File: src/rtl/enemy_sprite_scheduler.sv
// Shares one sprite-sheet ROM among N enemy slots: hit test, fixed-priority pick, address, and the global animation.
// Optional horizontal mirroring of left-facing enemies is enabled by defining SPR_MIRROR_EN.
module enemy_sprite_scheduler #(
  parameter int N_ENEMIES       = 4,
  parameter int SPR_W           = 40,
  parameter int SPR_H           = 66,
  parameter int N_FRAMES        = 3,
  parameter int FRAME_TICKS     = 8,
  parameter int TRANSPARENT_IDX = 0,
  parameter int ROM_AW          = 13
) (
  input  logic                            vga_clk,
  input  logic                            reset,
  input  logic [9:0]                      DrawX,
  input  logic [9:0]                      DrawY,
  input  logic                            blank,
  input  logic                            frame_start,
  input  logic [N_ENEMIES-1:0]            enemy_active,
  input  logic [10*N_ENEMIES-1:0]         enemy_x,
  input  logic [10*N_ENEMIES-1:0]         enemy_y,
  input  logic [N_ENEMIES-1:0]            enemy_dir,
  output logic [ROM_AW-1:0]               rom_address,
  input  logic [3:0]                      rom_q,
  output logic                            pix_valid,
  output logic [3:0]                      pix_index,
  output logic [$clog2(N_ENEMIES)-1:0]    pix_owner,
  output logic [$clog2(N_FRAMES)-1:0]     anim_frame
);

  localparam int OW  = $clog2(N_ENEMIES);
  localparam int AFW = $clog2(N_FRAMES);
  localparam int TW  = $clog2(FRAME_TICKS);
  localparam logic [ROM_AW-1:0] FRAME_SIZE_A = ROM_AW'(SPR_W * SPR_H);
  localparam logic [ROM_AW-1:0] SPR_W_A      = ROM_AW'(SPR_W);

  logic [TW-1:0] tick;

  // Each slot runs (anim_frame + slot) mod N_FRAMES so neighbours stay out of phase.
  function automatic logic [AFW-1:0] slot_frame(input logic [AFW-1:0] af, input int slot);
    int s;
    s = int'(af) + slot;
    return AFW'(s % N_FRAMES);
  endfunction

  // ---------------- S0: per-slot hit test at 11 bits so edge-clipped sprites never wrap
  logic [10:0]          rel_x [N_ENEMIES];
  logic [10:0]          rel_y [N_ENEMIES];
  logic [N_ENEMIES-1:0] slot_hit;

  always_comb begin
    slot_hit = '0;
    for (int i = 0; i < N_ENEMIES; i++) begin
      rel_x[i]    = {1'b0, DrawX} - {1'b0, enemy_x[10*i +: 10]};
      rel_y[i]    = {1'b0, DrawY} - {1'b0, enemy_y[10*i +: 10]};
      slot_hit[i] = enemy_active[i] && blank
                 && ({1'b0, DrawX} >= {1'b0, enemy_x[10*i +: 10]}) && (rel_x[i] < 11'(SPR_W))
                 && ({1'b0, DrawY} >= {1'b0, enemy_y[10*i +: 10]}) && (rel_y[i] < 11'(SPR_H));
    end
  end

  logic           hit_c;
  logic [OW-1:0]  owner_c;
  logic [10:0]    sel_x;
  logic [10:0]    sel_y;
  logic [10:0]    dx_c;
  logic [AFW-1:0] sel_frame;
  logic           sel_dir;

  // NOTE: every output of a combinational block gets a default first, so no path can infer a latch.
  always_comb begin
    hit_c     = 1'b0;
    owner_c   = '0;
    sel_x     = '0;
    sel_y     = '0;
    sel_frame = '0;
    sel_dir   = 1'b0;
    // Scanning downward lets the lowest-index hitting slot overwrite the others.
    for (int i = N_ENEMIES - 1; i >= 0; i--) begin
      if (slot_hit[i]) begin
        hit_c     = 1'b1;
        owner_c   = OW'(i);
        sel_x     = rel_x[i];
        sel_y     = rel_y[i];
        sel_frame = slot_frame(anim_frame, i);
        sel_dir   = enemy_dir[i];
      end
    end
  end

`ifdef SPR_MIRROR_EN
  assign dx_c = sel_dir ? (11'(SPR_W - 1) - sel_x) : sel_x;
`else
  logic unused_dir;
  assign unused_dir = sel_dir;
  assign dx_c       = sel_x;
`endif

  // ---------------- S1 registers and the pipeline behind them
  logic              hit_s1, hit_d1, hit_d2;
  logic [OW-1:0]     owner_s1, owner_d1, owner_d2;
  logic [AFW-1:0]    frame_s1;
  logic [ROM_AW-1:0] dx_s1, dy_s1;

  // NOTE: sequential state is written with non-blocking assignments so every stage sees pre-edge values.
  always_ff @(posedge vga_clk or posedge reset) begin
    if (reset) begin
      hit_s1      <= 1'b0;
      owner_s1    <= '0;
      frame_s1    <= '0;
      dx_s1       <= '0;
      dy_s1       <= '0;
      rom_address <= '0;
      hit_d1      <= 1'b0;
      owner_d1    <= '0;
      hit_d2      <= 1'b0;
      owner_d2    <= '0;
      pix_valid   <= 1'b0;
      pix_index   <= '0;
      pix_owner   <= '0;
    end else begin
      hit_s1   <= hit_c;
      owner_s1 <= owner_c;
      frame_s1 <= sel_frame;
      dx_s1    <= ROM_AW'(dx_c);
      dy_s1    <= ROM_AW'(sel_y);
      // Without a hit the ROM address is left where it was.
      if (hit_s1)
        rom_address <= ROM_AW'(frame_s1) * FRAME_SIZE_A + dy_s1 * SPR_W_A + dx_s1;
      hit_d1   <= hit_s1;
      owner_d1 <= owner_s1;
      hit_d2   <= hit_d1;
      owner_d2 <= owner_d1;
      pix_valid <= hit_d2 && (rom_q != 4'(TRANSPARENT_IDX));
      pix_index <= (hit_d2 && (rom_q != 4'(TRANSPARENT_IDX))) ? rom_q : 4'd0;
      pix_owner <= owner_d2;
    end
  end

  // ---------------- animation sequencer
  always_ff @(posedge vga_clk or posedge reset) begin
    if (reset) begin
      tick       <= '0;
      anim_frame <= '0;
    end else if (frame_start) begin
      if (tick == TW'(FRAME_TICKS - 1)) begin
        tick       <= '0;
        anim_frame <= (anim_frame == AFW'(N_FRAMES - 1)) ? '0 : anim_frame + 1'b1;
      end else begin
        tick <= tick + 1'b1;
      end
    end
  end

endmodule

File: config.mk
export PLATFORM = sky130hd
export DESIGN_NAME = enemy_sprite_scheduler
export DESIGN_NICKNAME = d
export VERILOG_FILES = /design/src/rtl/enemy_sprite_scheduler.sv
export SDC_FILE = /design/constraint.sdc
export NUM_CORES = 1
export LEC_CHECK = 0
export ABC_AREA = 1
export ABC_CLOCK_PERIOD_IN_PS = 5200
export CAP_MARGIN = 30
export CORE_ASPECT_RATIO = 1.4
export CORE_MARGIN = 2
export CORE_UTILIZATION = 55
export CTS_BUF_LIST = sky130_fd_sc_hd__clkbuf_8
export CTS_CLUSTER_DIAMETER = 120
export DETAILED_ROUTE_END_ITERATION = 7
export PLACE_DENSITY = 0.82
export SLEW_MARGIN = 10
export SYNTH_ARGS = -nofsm -noshare
export SYNTH_HDL_FRONTEND = slang
export SYNTH_SLANG_ARGS = --single-unit
File: constraint.sdc
create_clock -name vga_clk -period 5.2 [get_ports vga_clk]
set_input_delay 1.3 -clock vga_clk [delete_from_list [all_inputs] [get_ports vga_clk]]
set_output_delay 1.3 -clock vga_clk [all_outputs]
set_load 0.005 [all_outputs]
==> flow_metrics.tcl, run 1 <==
set metrics [dict create \
    endpoint_kind "flip-flop" \
    vias 8654 \
    fin_nets 1739 \
    die_h_um 149.7 \
    crit_start "DrawY[1]" \
    yosys_register_bits 57 \
    yosys_warnings 0 \
    outcome "finished clean" \
    cts_resized 0 \
    grt_max_degree 50 \
    post_cts_buffers 0 \
    core_sq_mm 0.01492 \
    worst_r2r_endpoint "rom_address[12]" \
    fin_skew_ns 0.009105 \
    syn2layout_area_growth_pct 21.02 \
    drc 0 \
    cp.depth 17 \
    start_util_pct 55.89 \
    placed_area_sq_mm 0.009898 \
    required_ns 5.44 \
    postRouteAntennaNets 0 \
    ir_worst_vdd_v 0.0001363 \
    place_hpwl_um 18980 \
    crit_buf_inv 3 \
    detail_route.first_pass.iterations 5 \
    cts_sinks 57 \
    utilization_pct 67.64 \
    synth_edf_count 0 \
    critPathLaunchType "primary input" \
    setup_tns_ns 0 \
    place.gp.congestion 0.9299 \
    grt_usage_pct 28.08 \
    crit_top_cell "nand2_1" \
    grt_pass1_vias 8451 \
    slew_viol_final 0 \
    hold_slack_ns 0.3512 \
    slew_headroom_pct 57.78 \
    power_w 0.001728 \
    powerDensity_mw_per_mm2 171.3 \
    die_x_um 108.1 \
    finalInstanceArea_sq_mm 0.01009 \
    setup_viol 0 \
    rrSetupSlack_ns 1.38 \
    synthArstFlopShare_pct 100.0 \
    grt-ovfl-total 0 \
    rows 53 \
    max_cap_violations 0 \
    fin_crit_ns 4.126 \
    critPathCapture "dy_s1[6]" \
    cp_max_fo 21 \
    path_clk_slew_ns 0.06 \
    nFillCells 1391 \
    tightest_slew_ns 0.6251 \
    yosysUniqueCellTypes 47 \
    cts_max_level 3 \
    drt_iter0_drc 358 \
    cts-buffers-inserted 9 \
    critPathMaxStageDelay_ns 0.62 \
    ff_latch_area_sq_mm 0.001426 \
    syn_inst 1350 \
    multi_input_area_sq_mm 0.005846 \
    crit_type "in2reg" \
    synth_area_sq_mm 0.008339 \
    wl_per_cell_um 13.01 \
    io_buffers 133 \
    timing.rr.start "dy_s1[1]" \
    path_cells "clkdlybuf4s50_1 -> inv_1 -> fa_1 -> o21ai_2 -> nand2_1 -> nand2_1 -> nand2_1 -> nand2_1 -> nand3_1 -> nor2_1 -> nand2_1 -> nor2_1 -> nand3_2 -> nand2_1 -> nand3_1 -> nand2_1 -> inv_1" \
    hold_viol 0 \
    hold_path_depth 0 \
    drive_above_1_share_pct 4.000 \
    drt-total-wl_um 22010 \
    dieArea_sq_mm 0.01618 \
    avgSynthCellArea_sq_um 6.177 \
    cts-root-buf "clkbuf_8" \
    clock_latency_ns 0.35 \
    hold_class "reg2reg" \
    ios 138 \
    ff2ff_path_depth 18 \
    power.static_leakage_nw 5.928 \
    grt_pass1_wl_um 36270 \
    ys.flop_type "dfrtp_1" \
    vias_per_cell 5.115 \
    hold_buffers 0 \
    rsz0062_at_grt "false" \
    cts_tree "yes" \
    critPathTopFamily "simple AND/OR/NAND/NOR gates" \
    diodes 0 \
    fmax_ghz 0.2423 \
    antenna_found_initial 0 \
    final.period_utilization_pct 79.35 \
    slowest_stage "clkdlybuf4s50_1" \
    yosysSeqAreaShare_pct 17.10 \
    arrival_ns 4.36 \
    clock_path_buffers 2 \
]
==> worst min path at each step <==
stage                     start            to  slack, ns
floorplan                hit_d1        hit_d2       0.33
global placement    owner_d1[1]   owner_d2[1]       0.33
detailed placement  owner_d2[1]  pix_owner[1]       0.34
CTS                 owner_d2[1]  pix_owner[1]       0.36
global route             hit_d1        hit_d2       0.36
finish              owner_d2[1]  pix_owner[1]       0.35
==> worst reg2reg max path, cell delays in order (launching register included) <==
cell     delay [ns]
dfrtp_1        0.42
ha_1           0.31
ha_1           0.22
inv_1          0.08
fa_1           0.43
fa_1           0.49
inv_1          0.04
ha_1           0.33
a21oi_1        0.16
nand2_1        0.10
nand2_1        0.07
inv_1          0.05
or2_2          0.27
a21oi_1        0.20
nor2_1         0.06
o21ai_0        0.14
nand2_1        0.08
xnor2_1        0.13
o21ai_0        0.09
==> power by group <==
part / switching, W / internal, W
clock network: 0.000176 / 0.000230
registers: 0.0000215 / 0.000467
logic: 0.000490 / 0.000344
total: 0.000687 / 0.00104
==> Yosys cell counts (4+ instances only) <==
cell      count  share of area, %
a21o_1        5              0.45
a21oi_1      56               3.4
dfrtp_1      57                17
fa_1         16               3.8
ha_1        111                17
inv_1       270                12
inv_2         7              0.32
nand2_1     455                20
nand2_2       5              0.38
nand3_1     100               6.0
nand3_2       6              0.72
nand3b_1     21               1.9
nand4_1      23               1.7
nor2_1      112               5.0
nor2_2        4              0.30
nor2_4        6              0.81
nor3_1        8              0.48
o211ai_1      5              0.45
o21ai_0      13              0.78
o31ai_1       4              0.36
xnor2_1      16               1.7
xor2_1       11               1.2
==> cell families (layout without fill, tap and decap cells) <==
family	count (synthesis)	in the layout	share of synthesized area (%)
simple gates	750	750	38.75
buf+inv	284	427	13.11
fa+ha+maj	127	127	20.50
compound gates	101	101	7.187
flops	57	57	17.10
xor+xnor	28	28	3.031
mux	2	2	0.2700
other cells	1	8	0.04497
==> per-layer routing <==
metal  global-route usage, %  wire (um)
met1                   28.81       8427
met2                   54.43      11600
met3                   2.395        765
met4                   15.96       1222
met5                       0          0
==> final cells by class <==
type / count / area share (%)
multi-input combinational: 1016 / 57.92
sequential: 57 / 14.13
timing repair buffer: 135 / 13.34
inverter: 277 / 10.30
tap: 192 / 2.380
clock buffer: 10 / 1.364
clock inverter: 5 / 0.5579
==> sequential cells by signal, indices dropped and copies added, names as in the netlist <==
signal / flops
anim_frame: 2
dx_s1: 11
dy_s1: 10
frame_s1: 2
hit_d1: 1
hit_d2: 1
hit_s1: 1
owner_d1: 2
owner_d2: 2
owner_s1: 2
pix_index: 4
pix_owner: 2
pix_valid: 1
rom_address: 13
tick: 3
==> cells in the final DEF, fill, tap and decap left out, drive strengths merged, types with 3 or more instances in the layout <==
master / instances
clkdlybuf4s50: 133
dfrtp: 57
nor3: 8
inv: 277
o21bai: 4
conb: 8
ha: 111
o21ai: 17
a21o: 5
or2: 5
nand3: 106
nand2: 461
fa: 16
nor2: 122
xor2: 12
o31ai: 4
o211ai: 6
nand4: 24
nand3b: 21
a21oi: 59
clkinv: 3
xnor2: 16
clkbuf: 10
==> through the flow <==
step / instances / setup WS, ns
floorplan: 1357 / 1.715
global placement: 1677 / 0.8198
detailed placement: 1677 / 0.7373
CTS: 1692 / 1.099
global route: 1692 / 0.7275
finish: 1692 / 1.074
Note: power is estimated with default switching activity, not from simulation.
==> run 2, diff against run 1 <==
Settings changed: ABC_CLOCK_PERIOD_IN_PS 5200 to 3300, CORE_UTILIZATION 55 to 51, PLACE_DENSITY 0.82 to 0.8.
Clock period 5.2 ns to 3.3 ns, I/O delays scaled along.
==> flow_metrics.tcl, run 2 (synthesized netlist as in run 1, its figures left out) <==
set metrics [dict create \
    cts_tree "yes" \
    placed_area_sq_mm 0.01126 \
    syn2layout_area_growth_pct 45.07 \
    slew_headroom_pct 58.97 \
    grt_pass1_wl_um 39550 \
    tightest_slew_ns 0.6076 \
    clock_latency_ns 0.34 \
    fin_skew_ns 0.009694 \
    die_h_um 155.3 \
    required_ns 3.50 \
    hold_class "reg2reg" \
    antenna_found_initial 0 \
    cts_max_level 3 \
    grt_usage_pct 27.41 \
    layout_common_cells "nand2_1 (436), inv_1 (259), buf_4 (195)" \
    cts_sinks 57 \
    drc 0 \
    rows 55 \
    diodes 0 \
    start_util_pct 51.79 \
    fmax_ghz 0.2740 \
    worst_slack_ns -0.3500 \
    drt-total-wl_um 26480 \
    vias_per_cell 5.148 \
    placedCellCount 1859 \
    grt-ovfl-total 0 \
    critPathLaunchType "flip-flop" \
    largest_reg_flops 13 \
    ir_worst_vdd_v 0.0004162 \
    die_x_um 112.1 \
    finalInstanceArea_sq_mm 0.01210 \
    outcome "complete, but fails checks" \
    clock_path_buffers 2 \
    detail_route.first_pass.iterations 6 \
    wl_per_cell_um 13.90 \
    drt_iter0_drc 485 \
    path_clk_slew_ns 0.07 \
    hold_buffers 0 \
    path_cells "ha_4 -> ha_4 -> inv_2 -> fa_1 -> fa_1 -> inv_2 -> ha_4 -> buf_4 -> nand2_2 -> inv_2 -> o21a_1 -> nor2_2 -> nor2_2 -> nor2_1 -> nor2_1 -> nor2_1 -> xor2_1 -> o21ai_1" \
    crit_buf_inv 4 \
    hold_slack_ns 0.3480 \
    crit_type "reg2reg" \
    nFillCells 1188 \
    place_hpwl_um 20380 \
    arrival_ns 3.85 \
    cts-buffers-inserted 9 \
    dp_slack_ns -0.4370 \
    dieArea_sq_mm 0.01740 \
    core_sq_mm 0.01610 \
    fin_crit_ns 3.650 \
    grt_max_degree 26 \
    final.period_utilization_pct 110.6 \
    hold_viol 0 \
    powerDensity_mw_per_mm2 264.7 \
    layoutNonFillerInstCount 1905 \
    ios 138 \
    critPathMaxStageDelay_ns 0.58 \
    grt_pass1_vias 9322 \
    vias 9806 \
    place.gp.congestion 0.9581 \
    slew_viol_final 0 \
    max_cap_violations 0 \
    drive_above_1_share_pct 20.05 \
    postRouteAntennaNets 0 \
    final_common_cell "nand2_1" \
    io_buffers 133 \
    endpoint_kind "flip-flop" \
    power.static_leakage_nw 7.061 \
    fin_nets 1944 \
    reg_top3 "rom_address x13, dx_s1 x11, dy_s1 x10" \
    setup_viol 4 \
    cts-root-buf "clkbuf_8" \
    violations "setup timing" \
    rsz0062_at_grt "true" \
    regMostFlops "rom_address" \
    slowest_stage "fa_1" \
    critPathTopFamily "adder cells" \
    cp_max_fo 3 \
]
## run 2: changes by cell type in the layout (fill, tap and decap cells not counted), sizes merged
cell,delta
clkbuf,+2
clkinvlp,+1
dlymetal6s2s,+15
nand2,+1
clkdlybuf4s50,-15
nand3,+1
buf,+200
bufinv,+1
## run 2: per-layer routing
layer | share of wire (%) | vias to the layer above | global-route usage [%]
met5 | 0 | - | 0
met4 | 5.3 | 0 | 13.41
met3 | 3.3 | 106 | 2.493
met2 | 55 | 287 | 55.44
met1 | 37 | 4495 | 27.52
li1 | - | 4918 | -
## run 2: final timing paths
check                                  end  slack, ns  cells after the start   startpoint
max                        rom_address[11]      -0.35                     18     dy_s1[3]
min                            owner_d2[1]       0.35                      0  owner_d1[1]
max reg2reg                rom_address[11]      -0.35                     18     dy_s1[3]
min reg2reg                    owner_d2[1]       0.35                      0  owner_d1[1]
max in group asynchronous   rom_address[4]       1.97                      3        reset
min in group asynchronous          tick[1]       0.72                      2        reset
## run 2: power breakdown
group / internal, W / total [W] / switching (W)
Combinational: 0.000827 / 0.00173 / 0.000899
Clock: 0.000418 / 0.000705 / 0.000287
Sequential: 0.000736 / 0.000771 / 0.0000351
Total: 0.00198 / 0.00320 / 0.00122
## run 2: cell type report
class | instances | area, sq um | area share, %
clock buffer | 9 | 123.9 | 1.024
clock inverter | 7 | 86.33 | 0.7136
tap | 199 | 249.0 | 2.058
timing repair buffer | 338 | 2949 | 24.38
multi-input combinational | 1018 | 6217 | 51.39
inverter | 277 | 1046 | 8.646
sequential | 57 | 1426 | 11.79
## run 2: worst register-to-register path: stages (launching register included)
cell and delay (ns):
dfrtp_1 0.43, ha_4 0.30, ha_4 0.14, inv_2 0.04
fa_1 0.51, fa_1 0.58, inv_2 0.06, ha_4 0.23
buf_4 0.14, nand2_2 0.06, inv_2 0.04, o21a_1 0.19
nor2_2 0.12, nor2_2 0.06, nor2_1 0.13, nor2_1 0.08
nor2_1 0.15, xor2_1 0.19, o21ai_1 0.08
## run 2: what timing repair did
| action | in CTS | in global routing |
|---|---|---|
| gates cloned | 0 | 3 |
| setup endpoints to repair | 19 | 22 |
| endpoints found under the hold margin | 0 | 0 |
| pin swaps | 10 | 40 |
| setup buffers | 6 | 22 |
| resized for setup | 7 | 96 |
## run 2: stage by stage
| step | utilization [%] | total power [W] | TNS [ns] |
|---|---|---|---|
| 2_1_floorplan | - | 0.001659 | -0.004357 |
| 3_3_place_gp | 69.91 | 0.002358 | -5.476 |
| 3_5_place_dp | 69.91 | 0.002395 | -7.363 |
| 4_1_cts | 71.59 | 0.003103 | -0.3609 |
| 5_1_grt | 75.13 | 0.003428 | -2.136 |
| 6_report | 75.13 | 0.003202 | -1.056 |
==> run 3, diff against run 2 <==
--- a/config.mk
+++ b/config.mk
@@ -16,2 +16,3 @@
 export DETAILED_ROUTE_END_ITERATION = 7
+export HOLD_SLACK_MARGIN = 0.12
 export PLACE_DENSITY = 0.8
--- a/constraint.sdc
+++ b/constraint.sdc
@@ -3,2 +3,2 @@
 set_output_delay 0.825 -clock vga_clk [all_outputs]
-set_load 0.005 [all_outputs]
+set_load 0.05 [all_outputs]
==> results of run 3 <==
The final DEF is identical to that of run 2. Status: complete, but fails checks: setup timing.
Main changes from that run: total power 0.003202 W -> 0.003249 W; worst IR drop on VDD 0.0004162 V -> 0.0005084 V
==> variant 1 (settings of run 1) <==
`FRAME_TICKS`: 8 -> 16.
--- a/src/rtl/enemy_sprite_scheduler.sv
+++ b/src/rtl/enemy_sprite_scheduler.sv
@@ -6,5 +6,5 @@
   parameter int SPR_H           = 66,
   parameter int N_FRAMES        = 3,
-  parameter int FRAME_TICKS     = 8,
+  parameter int FRAME_TICKS     = 16,
   parameter int TRANSPARENT_IDX = 0,
   parameter int ROM_AW          = 13
Function: no difference found for any inputs over 4 cycles, from zero or initial values and one cycle with reset high; that may be too few to reach the edited logic, so the function may still have changed.
==> variant 1 against run 1 <==
Routed wire length rose by 0.34%; critical path depth up 2; setup slack worse by 0.060 ns; area after synthesis up 1.8%; cell area increased by 1.4%; sequential cell count is 1 higher; die area rose by 1.7%; highest routed layer unchanged; total power increased by 1.0%; combinational power is 4.1% higher.
==> variant 1: results (changes against run 1) <==
Outcome: complete, no violations
Post-synth cell types: 51 (+8.5%)
Relative slew slack: 0.530 (-0.0473)
First-pass GRT wire length: 36400 um (+0.46%)
Core outline area: 15100 um2 (+0.89%)
Metal2 WL: 12000 um (+3.7%)
Dpl ws: 0.708 ns (-0.0293 ns)
CP max-delay cell: nand3_1
XOR/XNOR Fraction of Synth Area: 0.0379 (+0.00758)
Area of the multi-input gates: 5920 um2 (+1.2%)
Vias in the first global route: 8380 (-0.84%)
Top post-synthesis cells by area: nand2_1, dfrtp_1, ha_1
Final HPWL DP: 18900 um (-0.55%)
#FFs+latches synth: 58 (+1.8%)
Total power: 1.75 mW (+1.0%)
DRT met1 WL: 8400 um (-0.36%)
Mux share of post-synthesis cell area: 0 (-0.00270)
Seq pwr: 0.503 mW (+3%)
WL met3: 719 um (-6.0%)
Largest net degree at the start of global routing: 59 (+18%)
Synth Area per Inst: 6.23 um2 (+0.89%)
Slowest stage delay, CP: 0.47 ns (-0.15 ns)
Fill cells: 1369 (-1.6%)
Fraction of area in multi-input gates: 0.578 (-0.000820)
Non-clk invs: 286 (+3.2%)
RePlAce Congestion: 1.00 (+7.6%)
Via count: 8734 (+0.92%)
Signal buffers share of area: 0.134 (+0.000407)
Compound-Gate Fraction of Synth Area: 0.0749 (+0.00301)
Placed inst area: 10100 um2 (+1.5%)
Sw power: 0.732 mW (+6.6%)
Clock power share: 0.214 (-0.021)
Bufs w/o clock: 138 (+2.2%)
Global Route Usage Sum: 0.278 (-0.00245)
Adder-cell share of the synthesized area: 0.200 (-0.00507)
1st-iter DRT viols: 396 (+11%)
Layout cells sized above 1: 0.0370 (-0.00296)
[variant 1: cell count changes after synthesis, moves of 4 or more]
cell	delta
a31oi_1	+4
inv_1	+10
nand2_1	-33
nand3_1	+36
nand4_1	+5
nor2_1	-19
nor2_4	-4
o21ai_0	+7
xor2_1	+4
[variant 1: path summary, 6_finish.rpt]
path                             startpoint              end  slack (ns)  cells after the start
worst min-delay path            owner_d2[0]     pix_owner[0]        0.35                      0
min in group asynchronous             reset        pix_valid        1.46                      3
worst max-delay path               DrawX[0]         dy_s1[5]        1.01                     19
max in group asynchronous             reset         dy_s1[9]        3.26                      3
worst min register to register  owner_d2[0]     pix_owner[0]        0.35                      0
worst max register to register     dy_s1[1]  rom_address[12]        1.29                     18
[variant 1: metal layers]
metal,global-route usage,vias to the layer above
li1,-,4565
met1,0.283,3890
met2,0.553,212
met3,0.0267,67
met4,0.129,0
met5,0,-
==> variant 2 (settings of run 1) <==
Without the edit above. Put one more register stage on the output `anim_frame`, without a reset. The value now appears one clock later. The other outputs are not delayed to match.
--- a/src/rtl/enemy_sprite_scheduler.sv
+++ b/src/rtl/enemy_sprite_scheduler.sv
@@ -33,4 +33,6 @@
   localparam logic [ROM_AW-1:0] FRAME_SIZE_A = ROM_AW'(SPR_W * SPR_H);
   localparam logic [ROM_AW-1:0] SPR_W_A      = ROM_AW'(SPR_W);
+
+  logic [$clog2(N_FRAMES)-1:0] anim_frame_s0;
 
   logic [TW-1:0] tick;
@@ -82,5 +84,5 @@
         sel_x     = rel_x[i];
         sel_y     = rel_y[i];
-        sel_frame = slot_frame(anim_frame, i);
+        sel_frame = slot_frame(anim_frame_s0, i);
         sel_dir   = enemy_dir[i];
       end
@@ -141,9 +143,9 @@
     if (reset) begin
       tick       <= '0;
-      anim_frame <= '0;
+      anim_frame_s0 <= '0;
     end else if (frame_start) begin
       if (tick == TW'(FRAME_TICKS - 1)) begin
         tick       <= '0;
-        anim_frame <= (anim_frame == AFW'(N_FRAMES - 1)) ? '0 : anim_frame + 1'b1;
+        anim_frame_s0 <= (anim_frame_s0 == AFW'(N_FRAMES - 1)) ? '0 : anim_frame_s0 + 1'b1;
       end else begin
         tick <= tick + 1'b1;
@@ -152,4 +154,8 @@
   end
 
+  always_ff @(posedge vga_clk) begin
+    anim_frame <= anim_frame_s0;
+  end
+
 endmodule
 
Check against the original RTL: same outputs for any inputs over 4 cycles, from zero or initial values and one cycle with reset high; that may be too few to reach the edited logic, so the function may still have changed.
==> variant 2 against run 1 <==
Cell area fell by 1.2%; largest cell class unchanged; worst hold slack got worse by 0.0021 ns; sequential cell count is 2 higher; sequential power is 4.9% higher; global-route usage decreased by 1.6 points; total power rose by 5.3%; clock power grew 24%; area after synthesis decreased by 2.2%; die area fell by 2.1%; highest routed layer unchanged; register-to-register slack improved by 0.03 ns; combinational power is 3.7% lower; routed wire length decreased by 6.4%; setup slack got worse by 0.15 ns.
==> variant 2: results (changes against run 1) <==
Final HPWL DP: 17500 um (-7.7%)
Crit share post-route: 0.822 (+0.0288)
Wire per inst: 12.7 um (-2.6%)
Area of the multi-input gates: 5570 um2 (-4.7%)
Global routing usage on met3: 0.0136 (-0.0104)
Seq/Total Area, Yosys: 0.180 (+0.00871)
Top reg by flops: rom_address
RePlAce Congestion: 0.908 (-2.4%)
Worst Setup EP: dy_s1[0]
Top routing layer used: met4
LEAKAGE: 5.93 nW (+0.11%)
DRT met1 WL: 7950 um (-5.7%)
Placed inst area: 9730 um2 (-1.7%)
Ys flop type: dfrtp_1
Detailed Routing Iterations Pass 1: 6 (+1)
Largest net degree at the start of global routing: 58 (+16%)
Slowest stage delay, CP: 0.64 ns (+0.02 ns)
Hold_ws: 0.349 ns (-0.00213 ns)
I/O Buffers: 133 (unchanged)
CP delay by family, top: simple AND/OR/NAND/NOR gates
1st-iter DRT viols: 402 (+12%)
WL met3: 587 um (-23%)
First-pass GRT wire length: 33800 um (-6.8%)
Max VDD drop: 0.140 mV (+2.4%)
Worst flop-to-flop path endpoint: rom_address[12]
GR Layer Usage met1: 0.283 (-0.00493)
Relative slew slack: 0.546 (-0.0316)
Cells after synthesis: 1285 (-4.8%)
Outcome: complete, no violations
Vias per Instance: 5.09 (-0.55%)
Worst Path Arrival: 4.55 ns (+0.19 ns)
Vias in the first global route: 7801 (-7.7%)
Clock skew: 0.00751 ns (-0.00160 ns)
Inst Count DP: 1610 (-4.0%)
Met2 usage in global routing: 0.527 (-0.0170)
Clock Pin Slew Worst Setup and Hold Paths: 0.06 ns (about the same)
Fill cells: 1279 (-8.1%)
Top post-synthesis cells by area: nand2_1, dfrtp_1, ha_1
Fraction of registers with async set/reset: 0.966 (-0.0339)
Metal2 WL: 11300 um (-2.2%)
Max FO, Critical Path: 16 (-24%)
Layout cells sized above 1: 0.0487 (+0.00871)
Dpl ws: 0.576 ns (-0.162 ns)
CTS buffer count: 9 (unchanged)
Synth cell count leaders: nand2_1, inv_1, ha_1
CP startpoint: DrawY[1]
Switch share: 0.367 (-0.0304)
Non-Filler Instances: 1626 (-3.9%)
Hold depth: 0 (unchanged)
Post-CTS setup buffers: 0 (unchanged)
Final nets: 1675 (-3.7%)
Global Route Usage Sum: 0.265 (-0.0162)
Worst R2R Setup Slack: 1.41 ns (+0.03 ns)
Yosys Warn Count: 0 (unchanged)
Post-synth cell types: 44 (-6.4%)
Post-cts sizing count: 0 (unchanged)
==> variant 2: kinds of logic after synthesis <==
| family | count (synthesis) | synth area share |
|---|---|---|
| DFF | 59 | 0.180 |
| other | 1 | 0.000460 |
| xor gates and xnor gates | 31 | 0.0333 |
| adders and majority gates | 127 | 0.210 |
| AOI/OAI and AO/OA | 113 | 0.0808 |
| buffers and inverters | 298 | 0.141 |
| and+or+nand+nor | 654 | 0.353 |
| muxes | 2 | 0.00276 |
==> variant 2: layout make-up <==
cell class / instances / share of cell area
Inverter: 287 / 0.108
Tap cell: 189 / 0.0237
Sequential cell: 59 / 0.147
Timing Repair Buffer: 140 / 0.139
Clock buffer: 10 / 0.0138
Clock inverter: 6 / 0.0104
Multi-Input combinational cell: 935 / 0.558
==> variant 2: power by group through the flow <==
stage	Combinational, mW	Clock (mW)	Sequential, mW
floorplan	0.535	0	0.516
global placement	0.778	0	0.520
detailed placement	0.795	0	0.521
CTS	0.801	0.508	0.513
global route	0.907	0.527	0.517
finish	0.803	0.505	0.513
